**config.mk**
```make
export PLATFORM = sky130hd
export DESIGN_NAME = ctr_word_dec
export DESIGN_NICKNAME = d
export VERILOG_FILES = /design/src/rtl/ctr_word_dec_pkg.sv /design/src/rtl/sw_addr_gen.sv /design/src/rtl/ctr_word_dec.sv
export SDC_FILE = /design/constraint.sdc
export NUM_CORES = 1
export LEC_CHECK = 0
export CAP_MARGIN = 20
export CORE_MARGIN = 1
export CORE_UTILIZATION = 50
export CTS_CLUSTER_SIZE = 14
export DETAILED_ROUTE_END_ITERATION = 6
export PLACE_DENSITY = 0.75
export SYNTH_ARGS = -nofsm -noshare
export SYNTH_HDL_FRONTEND = slang
export SYNTH_HIERARCHICAL = 1
export SYNTH_SLANG_ARGS = --single-unit
```
**constraint.sdc**
```tcl
create_clock -name clk -period 6.37 [get_ports clk]
set_input_delay 0.637 -clock clk [delete_from_list [all_inputs] [get_ports clk]]
set_output_delay 0.637 -clock clk [all_outputs]
set_load 0.005 [all_outputs]
```
**src/rtl/ctr_word_dec_pkg.sv**
```systemverilog
// Shared definitions for the block-matching control interface: opcodes,
// FSM encoding and geometry defaults agreed between control unit and decoder.
package ctr_word_dec_pkg;

    localparam int DEF_BLK_SIZE = 16;
    localparam int DEF_SW_SIZE  = 31;

    localparam logic [3:0] OP_NOP      = 4'h0;
    localparam logic [3:0] OP_RST_PTR  = 4'h1;
    localparam logic [3:0] OP_STEP_COL = 4'h2;
    localparam logic [3:0] OP_STEP_ROW = 4'h3;
    localparam logic [3:0] OP_BANK_UP  = 4'h4;
    localparam logic [3:0] OP_BANK_LO  = 4'h5;
    localparam logic [3:0] OP_SHIFT    = 4'h6;
    localparam logic [3:0] OP_LATCH    = 4'h7;
    localparam logic [3:0] OP_RSVD_MIN = 4'h8;

    typedef enum logic [1:0] {
        ST_IDLE  = 2'd0,
        ST_LOAD  = 2'd1,
        ST_READY = 2'd2,
        ST_SCAN  = 2'd3
    } state_t;

endpackage

```
**src/rtl/sw_addr_gen.sv**
```systemverilog
// Row/column walker over the search window; emits the registered linear
// read address and a one-cycle pulse when the row counter wraps.
module sw_addr_gen #(
    parameter int SW_SIZE = 31,
    parameter int SW_AW   = 10
) (
    input  logic             clk,
    input  logic             rst_n,
    input  logic             clear,
    input  logic             step_col,
    input  logic             step_row,
    output logic [SW_AW-1:0] addr,
    output logic             wrap
);

    localparam int RC_W = $clog2(SW_SIZE);
    localparam logic [RC_W-1:0] LAST = RC_W'(SW_SIZE - 1);

    logic [RC_W-1:0]  row_q, row_d;
    logic [RC_W-1:0]  col_q, col_d;
    logic [SW_AW-1:0] addr_q, addr_d;
    logic             wrap_q, wrap_d;

    always_comb begin
        row_d  = row_q;
        col_d  = col_q;
        wrap_d = 1'b0;
        if (clear) begin
            row_d = '0;
            col_d = '0;
        end else if (step_col || step_row) begin
            // A row step, or a column step off the last column, advances the row.
            if (step_row || col_q == LAST) begin
                col_d = '0;
                if (row_q == LAST) begin
                    row_d  = '0;
                    wrap_d = 1'b1;
                end else begin
                    row_d = row_q + 1'b1;
                end
            end else begin
                col_d = col_q + 1'b1;
            end
        end
        addr_d = SW_AW'(row_d) * SW_AW'(SW_SIZE) + SW_AW'(col_d);
    end

    always_ff @(posedge clk) begin
        if (!rst_n) begin
            row_q  <= '0;
            col_q  <= '0;
            addr_q <= '0;
            wrap_q <= 1'b0;
        end else begin
            row_q  <= row_d;
            col_q  <= col_d;
            addr_q <= addr_d;
            wrap_q <= wrap_d;
        end
    end

    assign addr = addr_q;
    assign wrap = wrap_q;

endmodule

```
**src/rtl/ctr_word_dec.sv**
```systemverilog
// Control-word decoder: loads the reference block, then turns SCAN opcodes
// into registered search-window read and PE-array strobes (latency 1).
module ctr_word_dec
    import ctr_word_dec_pkg::*;
#(
    parameter int WORD_WIDETH = 8,
    parameter int BLK_SIZE    = DEF_BLK_SIZE,
    parameter int SW_SIZE     = DEF_SW_SIZE,
    parameter int REF_AW      = 8,
    parameter int SW_AW       = 10
) (
    input  logic                   clk,
    input  logic                   rst_n,
    input  logic [3:0]             ctr_word,
    input  logic                   mem_en_input,
    input  logic                   mem_init_mode,
    input  logic [WORD_WIDETH-1:0] pix_in,
    input  logic                   pix_valid,
    output logic                   ref_wr_en,
    output logic [REF_AW-1:0]      ref_wr_addr,
    output logic [WORD_WIDETH-1:0] ref_wr_data,
    output logic                   sw_rd_en,
    output logic [SW_AW-1:0]       sw_rd_addr,
    output logic                   bank_sel,
    output logic                   pe_shift,
    output logic                   sad_latch,
    output logic                   scan_wrap,
    output logic                   ref_loaded,
    output logic                   err_opcode,
    output state_t                 dbg_state
);

    localparam logic [REF_AW-1:0] LAST_PIX = REF_AW'(BLK_SIZE * BLK_SIZE - 1);

    state_t                 state_q, state_d;
    logic [REF_AW-1:0]      wr_ptr_q, wr_ptr_d;
    logic                   ref_wr_en_q, ref_wr_en_d;
    logic [REF_AW-1:0]      ref_wr_addr_q, ref_wr_addr_d;
    logic [WORD_WIDETH-1:0] ref_wr_data_q, ref_wr_data_d;
    logic                   ref_loaded_q, ref_loaded_d;
    logic                   sw_rd_en_q, sw_rd_en_d;
    logic                   bank_sel_q, bank_sel_d;
    logic                   pe_shift_q, pe_shift_d;
    logic                   sad_latch_q, sad_latch_d;
    logic                   err_q, err_d;
    logic                   clear, step_col, step_row;

    always_comb begin
        state_d       = state_q;
        wr_ptr_d      = wr_ptr_q;
        ref_wr_en_d   = 1'b0;
        ref_wr_addr_d = ref_wr_addr_q;
        ref_wr_data_d = ref_wr_data_q;
        ref_loaded_d  = ref_loaded_q;
        sw_rd_en_d    = 1'b0;
        bank_sel_d    = bank_sel_q;
        pe_shift_d    = 1'b0;
        sad_latch_d   = 1'b0;
        err_d         = err_q;
        clear         = 1'b0;
        step_col      = 1'b0;
        step_row      = 1'b0;
        case (state_q)
            ST_IDLE: begin
                if (mem_en_input && mem_init_mode) begin
                    state_d  = ST_LOAD;
                    wr_ptr_d = '0;
                end
            end
            ST_LOAD: begin
                if (!mem_en_input || !mem_init_mode) begin
                    state_d = ST_IDLE;
                end else if (pix_valid) begin
                    ref_wr_en_d   = 1'b1;
                    ref_wr_addr_d = wr_ptr_q;
                    ref_wr_data_d = pix_in;
                    wr_ptr_d      = wr_ptr_q + 1'b1;
                    if (wr_ptr_q == LAST_PIX) begin
                        state_d      = ST_READY;
                        ref_loaded_d = 1'b1;
                    end
                end
            end
            ST_READY: begin
                if (mem_en_input) begin
                    if (mem_init_mode) begin
                        state_d      = ST_LOAD;
                        ref_loaded_d = 1'b0;
                        wr_ptr_d     = '0;
                    end else begin
                        state_d = ST_SCAN;
                    end
                end
            end
            ST_SCAN: begin
                if (!mem_en_input) begin
                    state_d = ST_READY;
                end else if (mem_init_mode) begin
                    state_d      = ST_LOAD;
                    ref_loaded_d = 1'b0;
                    wr_ptr_d     = '0;
                end else begin
                    case (ctr_word)
                        OP_NOP:      ;
                        OP_RST_PTR:  begin clear    = 1'b1; sw_rd_en_d = 1'b1; end
                        OP_STEP_COL: begin step_col = 1'b1; sw_rd_en_d = 1'b1; end
                        OP_STEP_ROW: begin step_row = 1'b1; sw_rd_en_d = 1'b1; end
                        OP_BANK_UP:  bank_sel_d  = 1'b0;
                        OP_BANK_LO:  bank_sel_d  = 1'b1;
                        OP_SHIFT:    pe_shift_d  = 1'b1;
                        OP_LATCH:    sad_latch_d = 1'b1;
                        default:     err_d       = 1'b1;  // OP_RSVD_MIN and above
                    endcase
                end
            end
            default: state_d = ST_IDLE;
        endcase
    end

    always_ff @(posedge clk) begin
        if (!rst_n) begin
            state_q       <= ST_IDLE;
            wr_ptr_q      <= '0;
            ref_wr_en_q   <= 1'b0;
            ref_wr_addr_q <= '0;
            ref_wr_data_q <= '0;
            ref_loaded_q  <= 1'b0;
            sw_rd_en_q    <= 1'b0;
            bank_sel_q    <= 1'b0;
            pe_shift_q    <= 1'b0;
            sad_latch_q   <= 1'b0;
            err_q         <= 1'b0;
        end else begin
            state_q       <= state_d;
            wr_ptr_q      <= wr_ptr_d;
            ref_wr_en_q   <= ref_wr_en_d;
            ref_wr_addr_q <= ref_wr_addr_d;
            ref_wr_data_q <= ref_wr_data_d;
            ref_loaded_q  <= ref_loaded_d;
            sw_rd_en_q    <= sw_rd_en_d;
            bank_sel_q    <= bank_sel_d;
            pe_shift_q    <= pe_shift_d;
            sad_latch_q   <= sad_latch_d;
            err_q         <= err_d;
        end
    end

    sw_addr_gen #(
        .SW_SIZE (SW_SIZE),
        .SW_AW   (SW_AW)
    ) u_sw_addr_gen (
        .clk      (clk),
        .rst_n    (rst_n),
        .clear    (clear),
        .step_col (step_col),
        .step_row (step_row),
        .addr     (sw_rd_addr),
        .wrap     (scan_wrap)
    );

    assign ref_wr_en   = ref_wr_en_q;
    assign ref_wr_addr = ref_wr_addr_q;
    assign ref_wr_data = ref_wr_data_q;
    assign ref_loaded  = ref_loaded_q;
    assign sw_rd_en    = sw_rd_en_q;
    assign bank_sel    = bank_sel_q;
    assign pe_shift    = pe_shift_q;
    assign sad_latch   = sad_latch_q;
    assign err_opcode  = err_q;
    assign dbg_state   = state_q;

endmodule

```
==> results.py, run 1 <==
metrics = {
    "outcome": {
        "status": "finished, violations left",
        "failed_checks": "DRC",
    },
    "critical_path": {
        "crit_chain": "clkdlybuf4s50_1 > and4b_1 > nand2_1 > nor4_2 > buf_4 > nor2_1 > a2111oi_4 > nor2_1 > a211oi_1 > ha_1 > fa_1 > inv_1 > fa_1 > inv_1 > ha_1 > nor2b_1 > o21ai_0 > a21boi_0 > mux2i_1 > nand3_1",
        "arrival_ns": 5.78,
        "critical_path_class": "in -> reg",
        "worstSetupStartpointType": "input port",
        "cp-end-kind": "flip-flop",
        "critPathBufInv": 4,
        "critPathRequiredTime_ns": 6.57,
        "max_stage_delay_ns": 0.64,
        "path_max_fanout": 10,
        "critPathTopFamily": "adder cells",
        "slowest_stage": "clkdlybuf4s50_1",
    },
    "global_route": {
        "grt_pass1_vias": 2631,
        "grtUsageMet2_pct": 33.2,
        "grt_pass1_wl_um": 12100,
        "grt_use_total_pct": 20.8,
        "grt_max_degree": 40,
        "use_met3_pct": 4.23,
        "busiest_layer": "met2",
        "grt-ovfl-total": 0,
        "gr-usage-met1_pct": 28.8,
        "antenna_found_initial": 0,
    },
    "timing": {
        "timing.final.hold_violations": 0,
        "setup_viol": 0,
        "max_slew.worst_pin.slew_ns": 1.01,
        "slew_headroom_pct": 32.3,
        "finClkSkew_ns": 0.00514,
        "finalSetupTns_ns": 0,
        "rsz0062_at_grt": "false",
        "period_needed_ns": 5.58,
        "finalMaxSlewViolations": 0,
        "fin_crit_sh_pct": 87.6,
        "max_freq_ghz": 0.179,
    },
    "placed_design": {
        "io_buffers": 52,
        "numPlacedInstances": 478,
        "routabilityCongestion": 0.868,
        "dp_hpwl_um": 4970,
    },
    "clocking": {
        "root_buffer": "clkbuf_8",
        "clockBufferDepth": 2,
        "cts_max_level": 2,
        "ctsResizeCount": 0,
        "cts_tree": "yes",
        "numCtsBuffers": 5,
        "cts_hold_buf": 0,
        "clock_sinks": 54,
        "cts.clk_slew.worst_paths_ns": 0.10,
        "post_cts.repair.setup_buffers": 0,
        "clk_latency_ns": 0.30,
    },
    "drt": {
        "via_count": 2763,
        "detail_route.wl_per_cell_um": 14.4,
        "drtAntennaViolNets": 0,
        "viasPerCell": 5.67,
        "post-route-drc-count": 2,
        "drt-initial-drc-count": 162,
        "first_pass_iters": 6,
        "drt_wl_total_um": 7020,
    },
    "die": {
        "core_area_mm2": 0.00646,
        "die_h_um": 84.3,
        "die_area_mm2": 0.00710,
        "io_pins": 53,
        "die_x_um": 84.3,
        "row_count": 29,
        "start_util_pct": 52.4,
    },
    "yosys": {
        "synth.largest_area_cell": "dfxtp_1",
        "synth_seq_area_share_pct": 31.9,
        "netlist_area_mm2": 0.00339,
        "synth-async-reset-ratio_pct": 0,
        "yosysMostFrequentCell": "dfxtp_1",
        "ys.flop_type": "dfxtp_1",
        "syn_area_per_cell_um2": 9.25,
        "synth_common_cells": "54 x dfxtp_1, 29 x inv_1, 28 x ha_1",
        "syn_nets": 421,
        "synth-edff-count": 0,
        "yosysTopAreaCellShare_pct": 31.9,
        "synth_cells": 366,
        "ys_seq_elements": 54,
        "synth_cell_types": 60,
        "yosysWarnings": 6,
        "synth.area.top_cells": "dfxtp_1 32%, ha_1 10%, fa_1 5.9%",
    },
    "pwr": {
        "p_leak_nw": 1.66,
        "powerDensity_mw_per_mm2": 162,
        "vdd_ir_drop_max_mv": 0.113,
    },
    "finish": {
        "areaGrowthSynthToFinish_pct": 20.1,
        "fin_nets": 464,
        "antenna_cells": 0,
        "fin_cells": 487,
        "drive_gt1_share_pct": 7.32,
    },
    "min_path": {
        "hp-class": "reg -> reg",
    },
    "run": {
        "maxCapViolCount": 0,
    },
}
area by class of cell:
class	instances	area [um^2]
tap	77	96.3
inverter	30	113
clock inverter	2	38.8
sequential	54	1080
clock buffer	6	82.6
multi-input combinational	261	2080
timing repair buffer	57	578
fill	559	2390
worst reg2reg max path, cell delays in order, from the launching register on:
cell and delay [ns]:
dfxtp_1 0.56, and4b_1 0.30, nand2_1 0.12, nor4_2 0.17, buf_4 0.23, nor2_1 0.08
a2111oi_4 0.34, nor2_1 0.09, a211oi_1 0.41, ha_1 0.33, fa_1 0.52, inv_1 0.06
fa_1 0.53, inv_1 0.04, ha_1 0.32, nor2b_1 0.23, o21ai_0 0.13, a21boi_0 0.31
mux2i_1 0.22, nand3_1 0.08
metrics by stage:
stage	util (%)	power, W	worst slack, ns	instance area (um^2)	hold slack [ns]
2_1_floorplan	-	0.000389	1.35	3390	0.451
3_3_place_gp	60.7	0.000415	0.713	3920	0.459
3_5_place_dp	60.7	0.000417	0.564	3920	0.448
4_1_cts	62.6	0.000663	0.844	4040	0.468
5_1_grt	63.0	0.000684	0.429	4070	0.488
6_report	63.0	0.000658	0.790	4070	0.466
cell families (layout without fill, tap and decap cells):
logic type	after synthesis	in the layout	share of synthesized area, %
muxes	5	5	1.48
xor gates and xnor gates	7	7	1.81
AOI/OAI and AO/OA	85	85	19.1
and+or+nand+nor	126	126	22.4
DFF	54	54	31.9
buffers and inverters	51	95	7.02
adders and majority gates	38	38	16.3
cells in the final DEF, fill, tap and decap left out, drive strengths merged, types with 6 or more instances in the layout:
cell	instances
o21ai	11
a21boi	19
o21a	16
nand3	9
dfxtp	54
inv	31
nor4	8
clkbuf	6
ha	28
nand2	11
nor3	14
and3	18
nor2	23
fa	10
a21oi	14
clkdlybuf4s50	52
per-layer routing:
metal,wire (um),part of all wire (%),up-vias
li1,-,-,1391
met1,3410,49,1306
met2,3210,46,57
met3,334,4.8,9
met4,70,1.0,0
met5,0,0,-
where the power goes:
group	total, W	internal (W)	switching [W]	leakage (nW)
Combinational	0.0000668	0.0000313	0.0000355	1.17
Clock	0.000246	0.000130	0.000117	0.0618
Sequential	0.000345	0.000342	0.00000295	0.437
Total	0.000658	0.000503	0.000155	1.66
worst paths after layout:
| path | cells after the start | to | startpoint | slack (ns) |
|---|---|---|---|---|
| min | 2 | bank_sel | bank_sel | 0.47 |
| max reg2reg | 19 | u_sw_addr_gen/addr[8] | dbg_state[1] | 1.19 |
| min reg2reg | 2 | bank_sel | bank_sel | 0.47 |
| max | 20 | u_sw_addr_gen/addr[8] | mem_en_input | 0.79 |
state kept, by name, indices dropped and copies added, names as in the netlist:
signal / cells
ref_loaded: 1
u_sw_addr_gen/row_q: 5
ref_wr_addr: 8
sw_rd_en: 1
bank_sel: 1
wr_ptr_q: 8
ref_wr_data: 8
u_sw_addr_gen/addr: 10
sad_latch: 1
err_opcode: 1
pe_shift: 1
dbg_state: 2
ref_wr_en: 1
u_sw_addr_gen/wrap: 1
u_sw_addr_gen/col_q: 5
No activity file was read; power rests on OpenSTA's default activity.
==> run 2, diff against run 1 <==
- REMOVE_ABC_BUFFERS: unset -> 1
==> results.py, run 2 (synthesis results as in run 1) <==
metrics = {
    "finish": {
        "antenna_cells": 0,
        "layout_commonest_cell": "dfxtp_1",
        "seqCellArea_mm2": 0.00108,
        "fillers": 568,
        "multi_input_area_mm2": 0.00208,
        "fin_util_pct": 62.5,
        "areaGrowthSynthToFinish_pct": 19.3,
        "fin_nets": 464,
        "layout_common_cells": "54 x dfxtp_1, 52 x clkdlybuf4s50_1, 29 x inv_1, 28 x ha_1, 22 x nor2_1",
        "final_area_mm2": 0.00404,
        "largest_reg_flops": 10,
        "fin_cells": 487,
        "drive_gt1_share_pct": 7.32,
    },
    "pwr": {
        "p_leak_nw": 1.65,
        "p_switching_w": 0.000156,
        "p_comb_share_pct": 9.8,
        "p_clk_share_pct": 36.8,
        "powerDensity_mw_per_mm2": 160,
        "vdd_ir_drop_max_mv": 0.145,
        "p_int_w": 0.000490,
        "finalPower_w": 0.000646,
        "seq_power_share_pct": 53.3,
        "p_sw_share_pct": 24.2,
    },
    "global_route": {
        "antenna_found_initial": 0,
        "grt_pass1_wl_um": 12100,
        "grt-ovfl-total": 0,
        "grt_use_total_pct": 20.7,
        "grt_max_degree": 40,
        "grt_pass1_vias": 2710,
    },
    "die": {
        "die_x_um": 84.3,
        "die_h_um": 84.3,
        "row_count": 29,
        "die_area_mm2": 0.00710,
        "start_util_pct": 52.4,
        "io_pins": 53,
        "core_area_mm2": 0.00646,
    },
    "critical_path": {
        "critPathBufInv": 3,
        "path_max_fanout": 9,
        "max_stage_delay_ns": 0.63,
        "critPathRequiredTime_ns": 6.57,
        "arrival_ns": 5.89,
        "worstSetupStartpointType": "input port",
        "crit_chain": "clkdlybuf4s50_1 > and4b_1 > nand2_1 > nor4_2 > a21o_4 > o2111ai_1 > a21oi_1 > nor2_1 > fa_1 > fa_1 > inv_1 > fa_1 > inv_1 > ha_1 > nor2b_1 > o21ai_0 > a21boi_0 > mux2i_1 > nand3_1",
        "slowest_stage": "clkdlybuf4s50_1",
        "critPathTopFamily": "adder cells",
        "cp-end-kind": "flip-flop",
        "crit_path_frequent_cell": "fa_1",
        "critical_path_class": "in -> reg",
    },
    "drt": {
        "wl_met1_um": 3220,
        "drtAntennaViolNets": 0,
        "topRoutingLayerUsed": "met4",
        "dr_wl_met2_um": 3250,
        "drt_wl_total_um": 6890,
        "drt-initial-drc-count": 113,
        "via_count": 2764,
        "dr_wl_met3_um": 367,
        "detail_route.wl_per_cell_um": 14.1,
        "viasPerCell": 5.68,
        "post-route-drc-count": 0,
        "first_pass_iters": 4,
    },
    "timing": {
        "fin_crit_sh_pct": 89.3,
        "rsz0062_at_grt": "false",
        "finClkSkew_ns": 0.00969,
        "setup_viol": 0,
        "max_freq_ghz": 0.176,
        "max_slew.worst_pin.slew_ns": 0.923,
        "finalSetupTns_ns": 0,
        "slew_headroom_pct": 38.4,
        "period_needed_ns": 5.69,
        "timing.final.hold_violations": 0,
        "finalMaxSlewViolations": 0,
    },
    "clocking": {
        "cts.clk_slew.worst_paths_ns": 0.11,
        "clockBufferDepth": 2,
        "post_cts.repair.setup_buffers": 0,
        "cts_hold_buf": 0,
        "numCtsBuffers": 5,
        "ctsResizeCount": 0,
        "clock_sinks": 54,
        "cts_tree": "yes",
        "root_buffer": "clkbuf_8",
        "cts_max_level": 2,
        "clk_latency_ns": 0.31,
    },
    "placed_design": {
        "placed_cell_area_mm2": 0.00393,
        "dp_hpwl_um": 5010,
        "io_buffers": 52,
        "routabilityCongestion": 0.830,
        "numPlacedInstances": 479,
    },
    "run": {
        "maxCapViolCount": 0,
    },
    "min_path": {
        "hp-class": "reg -> reg",
    },
    "outcome": {
        "status": "completed",
    },
}
run 2: cell types whose count changed in the layout (fill, tap and decap cells not counted):
cell,previous run,this run
clkbuf_8,6,5
clkinv_2,0,1
buf_4,4,5
buf_16,1,0
run 2: area by class of cell:
cell class                 count  area share [%]
multi-input combinational    261            51.5
sequential                    54            26.8
timing repair buffer          57            13.8
inverter                      30            2.79
tap                           77            2.39
clock buffer                   5            1.70
clock inverter                 3            1.08
run 2: per-layer routing:
metal / vias up / track usage (%)
li1: 1391 / -
met1: 1316 / 26.8
met2: 55 / 35.2
met3: 2 / 4.03
met4: 0 / 5.64
met5: - / 0
run 2: final timing paths:
check / from / endpoint / slack, ns / cells past startpoint
setup / recovery: mem_en_input / u_sw_addr_gen/addr[8] / 0.68 / 19
hold / removal: bank_sel / bank_sel / 0.47 / 2
setup reg to reg: dbg_state[1] / u_sw_addr_gen/addr[8] / 1.08 / 18
hold reg to reg: bank_sel / bank_sel / 0.47 / 2
run 2: power groups by stage:
stage               Combinational (W)  Clock [W]  Sequential [W]
floorplan                   0.0000296          0        0.000352
global placement            0.0000622          0        0.000352
detailed placement          0.0000637          0        0.000352
CTS                         0.0000641   0.000244        0.000345
global route                0.0000713   0.000256        0.000345
finish                      0.0000636   0.000238        0.000344
run 2: worst register-to-register path: cells and delay by family (launching register included):
family | cells | cell delay, ns
buffers and inverters | 2 | 0.09
AO/OA/AOI/OAI | 5 | 1.07
AND/OR/NAND/NOR | 6 | 1.32
adder cells (fa/ha/maj) | 4 | 1.89
flip-flops | 1 | 0.55
multiplexers | 1 | 0.24
run 2: per-stage QoR:
step	hold slack, ns	setup slack, ns
floorplan	0.451	0.649
CTS	0.479	0.709
finish	0.475	0.681
global placement	0.446	0.533
global route	0.503	0.174
detailed placement	0.465	0.401
==> run 3, diff against run 2 <==
- ABC_AREA: unset -> 1
- PLACE_DENSITY: 0.75 -> 0.76
- clock period: 6.37 -> 5.6 ns (I/O delays scaled with it)
==> results.py, run 3 <==
metrics = {
    "yosys": {
        "netlist_area_mm2": 0.00312,
        "yosysMostFrequentCell": "inv_1",
        "synth.area.top_cells": "dfxtp_1 35%, ha_1 11%, inv_1 6.6%",
        "yosysTopAreaCellShare_pct": 34.6,
        "synth_cell_types": 36,
        "synth-async-reset-ratio_pct": 0,
        "synth_common_cells": "55 x inv_1, 54 x dfxtp_1, 54 x nand2_1",
        "synth-xor-area-share_pct": 1.40,
        "synth_top_family_by_area": "simple AND/OR/NAND/NOR gates",
        "synth_compound_area_share_pct": 10.1,
        "yosysWarnings": 6,
        "synthMuxAreaShare_pct": 0,
        "synth-edff-count": 0,
        "syn_area_per_cell_um2": 7.82,
        "synth_cells": 399,
        "synthAdderAreaFrac_pct": 17.6,
        "synth.largest_area_cell": "dfxtp_1",
        "yosys.area_share.simple_pct": 26.9,
        "synth_seq_area_share_pct": 34.6,
        "ys.flop_type": "dfxtp_1",
        "ys_seq_elements": 54,
    },
    "die": {
        "core_area_mm2": 0.00596,
        "io_pins": 53,
        "die_h_um": 81,
        "die_area_mm2": 0.00656,
        "start_util_pct": 52.4,
        "die_x_um": 81,
        "row_count": 28,
    },
    "clocking": {
        "clockBufferDepth": 2,
        "cts_tree": "yes",
        "clk_latency_ns": 0.31,
        "clock_sinks": 54,
        "cts.clk_slew.worst_paths_ns": 0.10,
        "numCtsBuffers": 5,
        "post_cts.repair.setup_buffers": 0,
        "cts_max_level": 2,
        "cts_hold_buf": 0,
        "root_buffer": "clkbuf_8",
        "ctsResizeCount": 0,
    },
    "critical_path": {
        "critical_path_class": "in -> reg",
        "critPathTopFamily": "adder cells",
        "crit_chain": "clkdlybuf4s50_1 > nand3_1 > nor2_1 > inv_1 > nor3_1 > nor2_4 > inv_2 > o21ai_1 > o21bai_1 > nand3_1 > inv_1 > fa_1 > fa_1 > inv_1 > fa_1 > inv_1 > ha_1 > a21oi_1 > nand2_1 > a21oi_1 > o21ai_0 > a21oi_1",
        "critPathLaunch": "mem_en_input",
        "rr_startpoint": "dbg_state[1]",
        "arrival_ns": 5.37,
        "path_max_fanout": 5,
        "cp-endpoint": "u_sw_addr_gen/addr[7]",
        "reg2reg_depth": 21,
        "cp-end-kind": "flip-flop",
        "worstSetupStartpointType": "input port",
        "critPathRequiredTime_ns": 5.84,
        "cp.depth": 22,
        "rrSetupSlack_ns": 0.82,
        "timing.rr.end": "u_sw_addr_gen/addr[7]",
        "crit_path_frequent_cell": "inv_1",
        "slowest_stage": "clkdlybuf4s50_1",
        "critPathBufInv": 6,
        "max_stage_delay_ns": 0.55,
    },
    "placed_design": {
        "numPlacedInstances": 521,
        "io_buffers": 52,
        "routabilityCongestion": 0.826,
        "dp_hpwl_um": 4660,
        "dp_slack_ns": 0.196,
    },
    "drt": {
        "viasPerCell": 5.01,
        "detail_route.wl_per_cell_um": 11.4,
        "first_pass_iters": 4,
        "drtAntennaViolNets": 0,
        "drt_wl_total_um": 6020,
        "via_count": 2651,
        "post-route-drc-count": 0,
        "drt-initial-drc-count": 74,
    },
    "finish": {
        "fin_nets": 508,
        "layout_commonest_cell": "inv_1",
        "antenna_cells": 0,
        "fillers": 535,
        "layout_common_cells": "55 x inv_1, 54 x nand2_1, 54 x dfxtp_1, 52 x nor2_1, 52 x clkdlybuf4s50_1",
        "areaGrowthSynthToFinish_pct": 22.0,
        "fin_cells": 529,
        "largest_reg_flops": 10,
        "drive_gt1_share_pct": 11.2,
    },
    "timing": {
        "rsz0062_at_grt": "false",
        "setup_slack_ns": 0.471,
        "setup_viol": 0,
        "max_slew.worst_pin.slew_ns": 0.580,
        "max_freq_ghz": 0.195,
        "finalMaxSlewViolations": 0,
        "period_needed_ns": 5.13,
        "timing.final.hold_violations": 0,
        "slew_headroom_pct": 61.2,
        "finClkSkew_ns": 0.0103,
        "fin_crit_sh_pct": 91.6,
        "finalSetupTns_ns": 0,
    },
    "global_route": {
        "grt_max_degree": 37,
        "grt_pass1_wl_um": 10500,
        "grt_use_total_pct": 20.4,
        "antenna_found_initial": 0,
        "grt_pass1_vias": 2558,
        "grt-ovfl-total": 0,
    },
    "pwr": {
        "vdd_ir_drop_max_mv": 0.141,
        "p_leak_nw": 1.74,
        "powerDensity_mw_per_mm2": 187,
    },
    "outcome": {
        "status": "completed",
    },
    "run": {
        "maxCapViolCount": 0,
    },
    "min_path": {
        "hp-class": "reg -> reg",
    },
}
## run 3: cell types whose count changed in the layout (fill, tap and decap cells not counted), sizes merged, moves of 7 or more
cell | previous run | this run
nor4 | 8 | 1
o21a | 16 | 1
and3 | 18 | 0
nor2 | 23 | 71
a21oi | 14 | 23
o21ai | 11 | 29
nand2 | 11 | 63
nand3 | 9 | 24
inv | 31 | 60
a21boi | 19 | 0
## run 3: cell type report
cell class | count | area, um^2 | share of cell area, %
timing repair buffer | 54 | 536 | 14.1
clock inverter | 3 | 47.5 | 1.25
inverter | 61 | 230 | 6.05
sequential | 54 | 1080 | 28.4
multi-input combinational | 277 | 1750 | 46.0
tap | 75 | 93.8 | 2.47
clock buffer | 5 | 68.8 | 1.81
## run 3: logic make-up (layout without fill, tap and decap cells)
group	count (synthesis)	after routing
xor gates and xnor gates	5	5
adders and majority gates	38	38
and+or+nand+nor	176	176
AOI/OAI and AO/OA	58	58
DFF	54	54
buffers and inverters	68	123
## run 3: worst register-to-register path, cell delays in order, from the launching register on
cell      delay [ns]
dfxtp_1         0.45
nand3_1         0.11
nor2_1          0.21
inv_1           0.10
nor3_1          0.34
nor2_4          0.09
inv_2           0.08
o21ai_1         0.15
o21bai_1        0.18
nand3_1         0.15
inv_1           0.24
fa_1            0.48
fa_1            0.49
inv_1           0.05
fa_1            0.53
inv_1           0.04
ha_1            0.34
a21oi_1         0.16
nand2_1         0.12
a21oi_1         0.17
o21ai_0         0.10
a21oi_1         0.14
## run 3: per-stage QoR
step	total power [W]	utilization (%)	cell area [um^2]	hold WS, ns
after floorplan	0.000419	-	3060	0.444
after global placement	0.000447	62.0	3690	0.442
after detailed placement	0.000448	62.0	3690	0.447
after CTS	0.000717	63.9	3810	0.465
after global routing	0.000739	63.9	3810	0.488
final	0.000710	63.9	3810	0.470
## run 3: layer usage
metal / vias up / global-route usage (%) / share of wire, % / routed length (um)
met3: 8 / 5.73 / 4.4 / 262
met4: 0 / 5.71 / 1.4 / 83
met5: - / 0 / 0 / 0
met1: 1212 / 23.0 / 45 / 2720
met2: 49 / 37.4 / 49 / 2950
li1: 1382 / - / - / -
## run 3: where the power goes
| group | internal (W) | switching (W) | total [W] | leakage, nW |
|---|---|---|---|---|
| combinational | 0.0000233 | 0.0000253 | 0.0000485 | 1.25 |
| sequential | 0.000388 | 0.00000332 | 0.000391 | 0.436 |
| clock | 0.000136 | 0.000135 | 0.000271 | 0.0587 |
| total | 0.000547 | 0.000164 | 0.000710 | 1.74 |
## run 3: worst min path at each step
stage / start / to / cells past startpoint
final: ref_loaded / ref_loaded / 2
after global routing: ref_loaded / ref_loaded / 2
after CTS: ref_loaded / ref_loaded / 2
after detailed placement: ref_loaded / ref_loaded / 2
after global placement: ref_loaded / ref_loaded / 2
after floorplan: ref_loaded / ref_loaded / 2
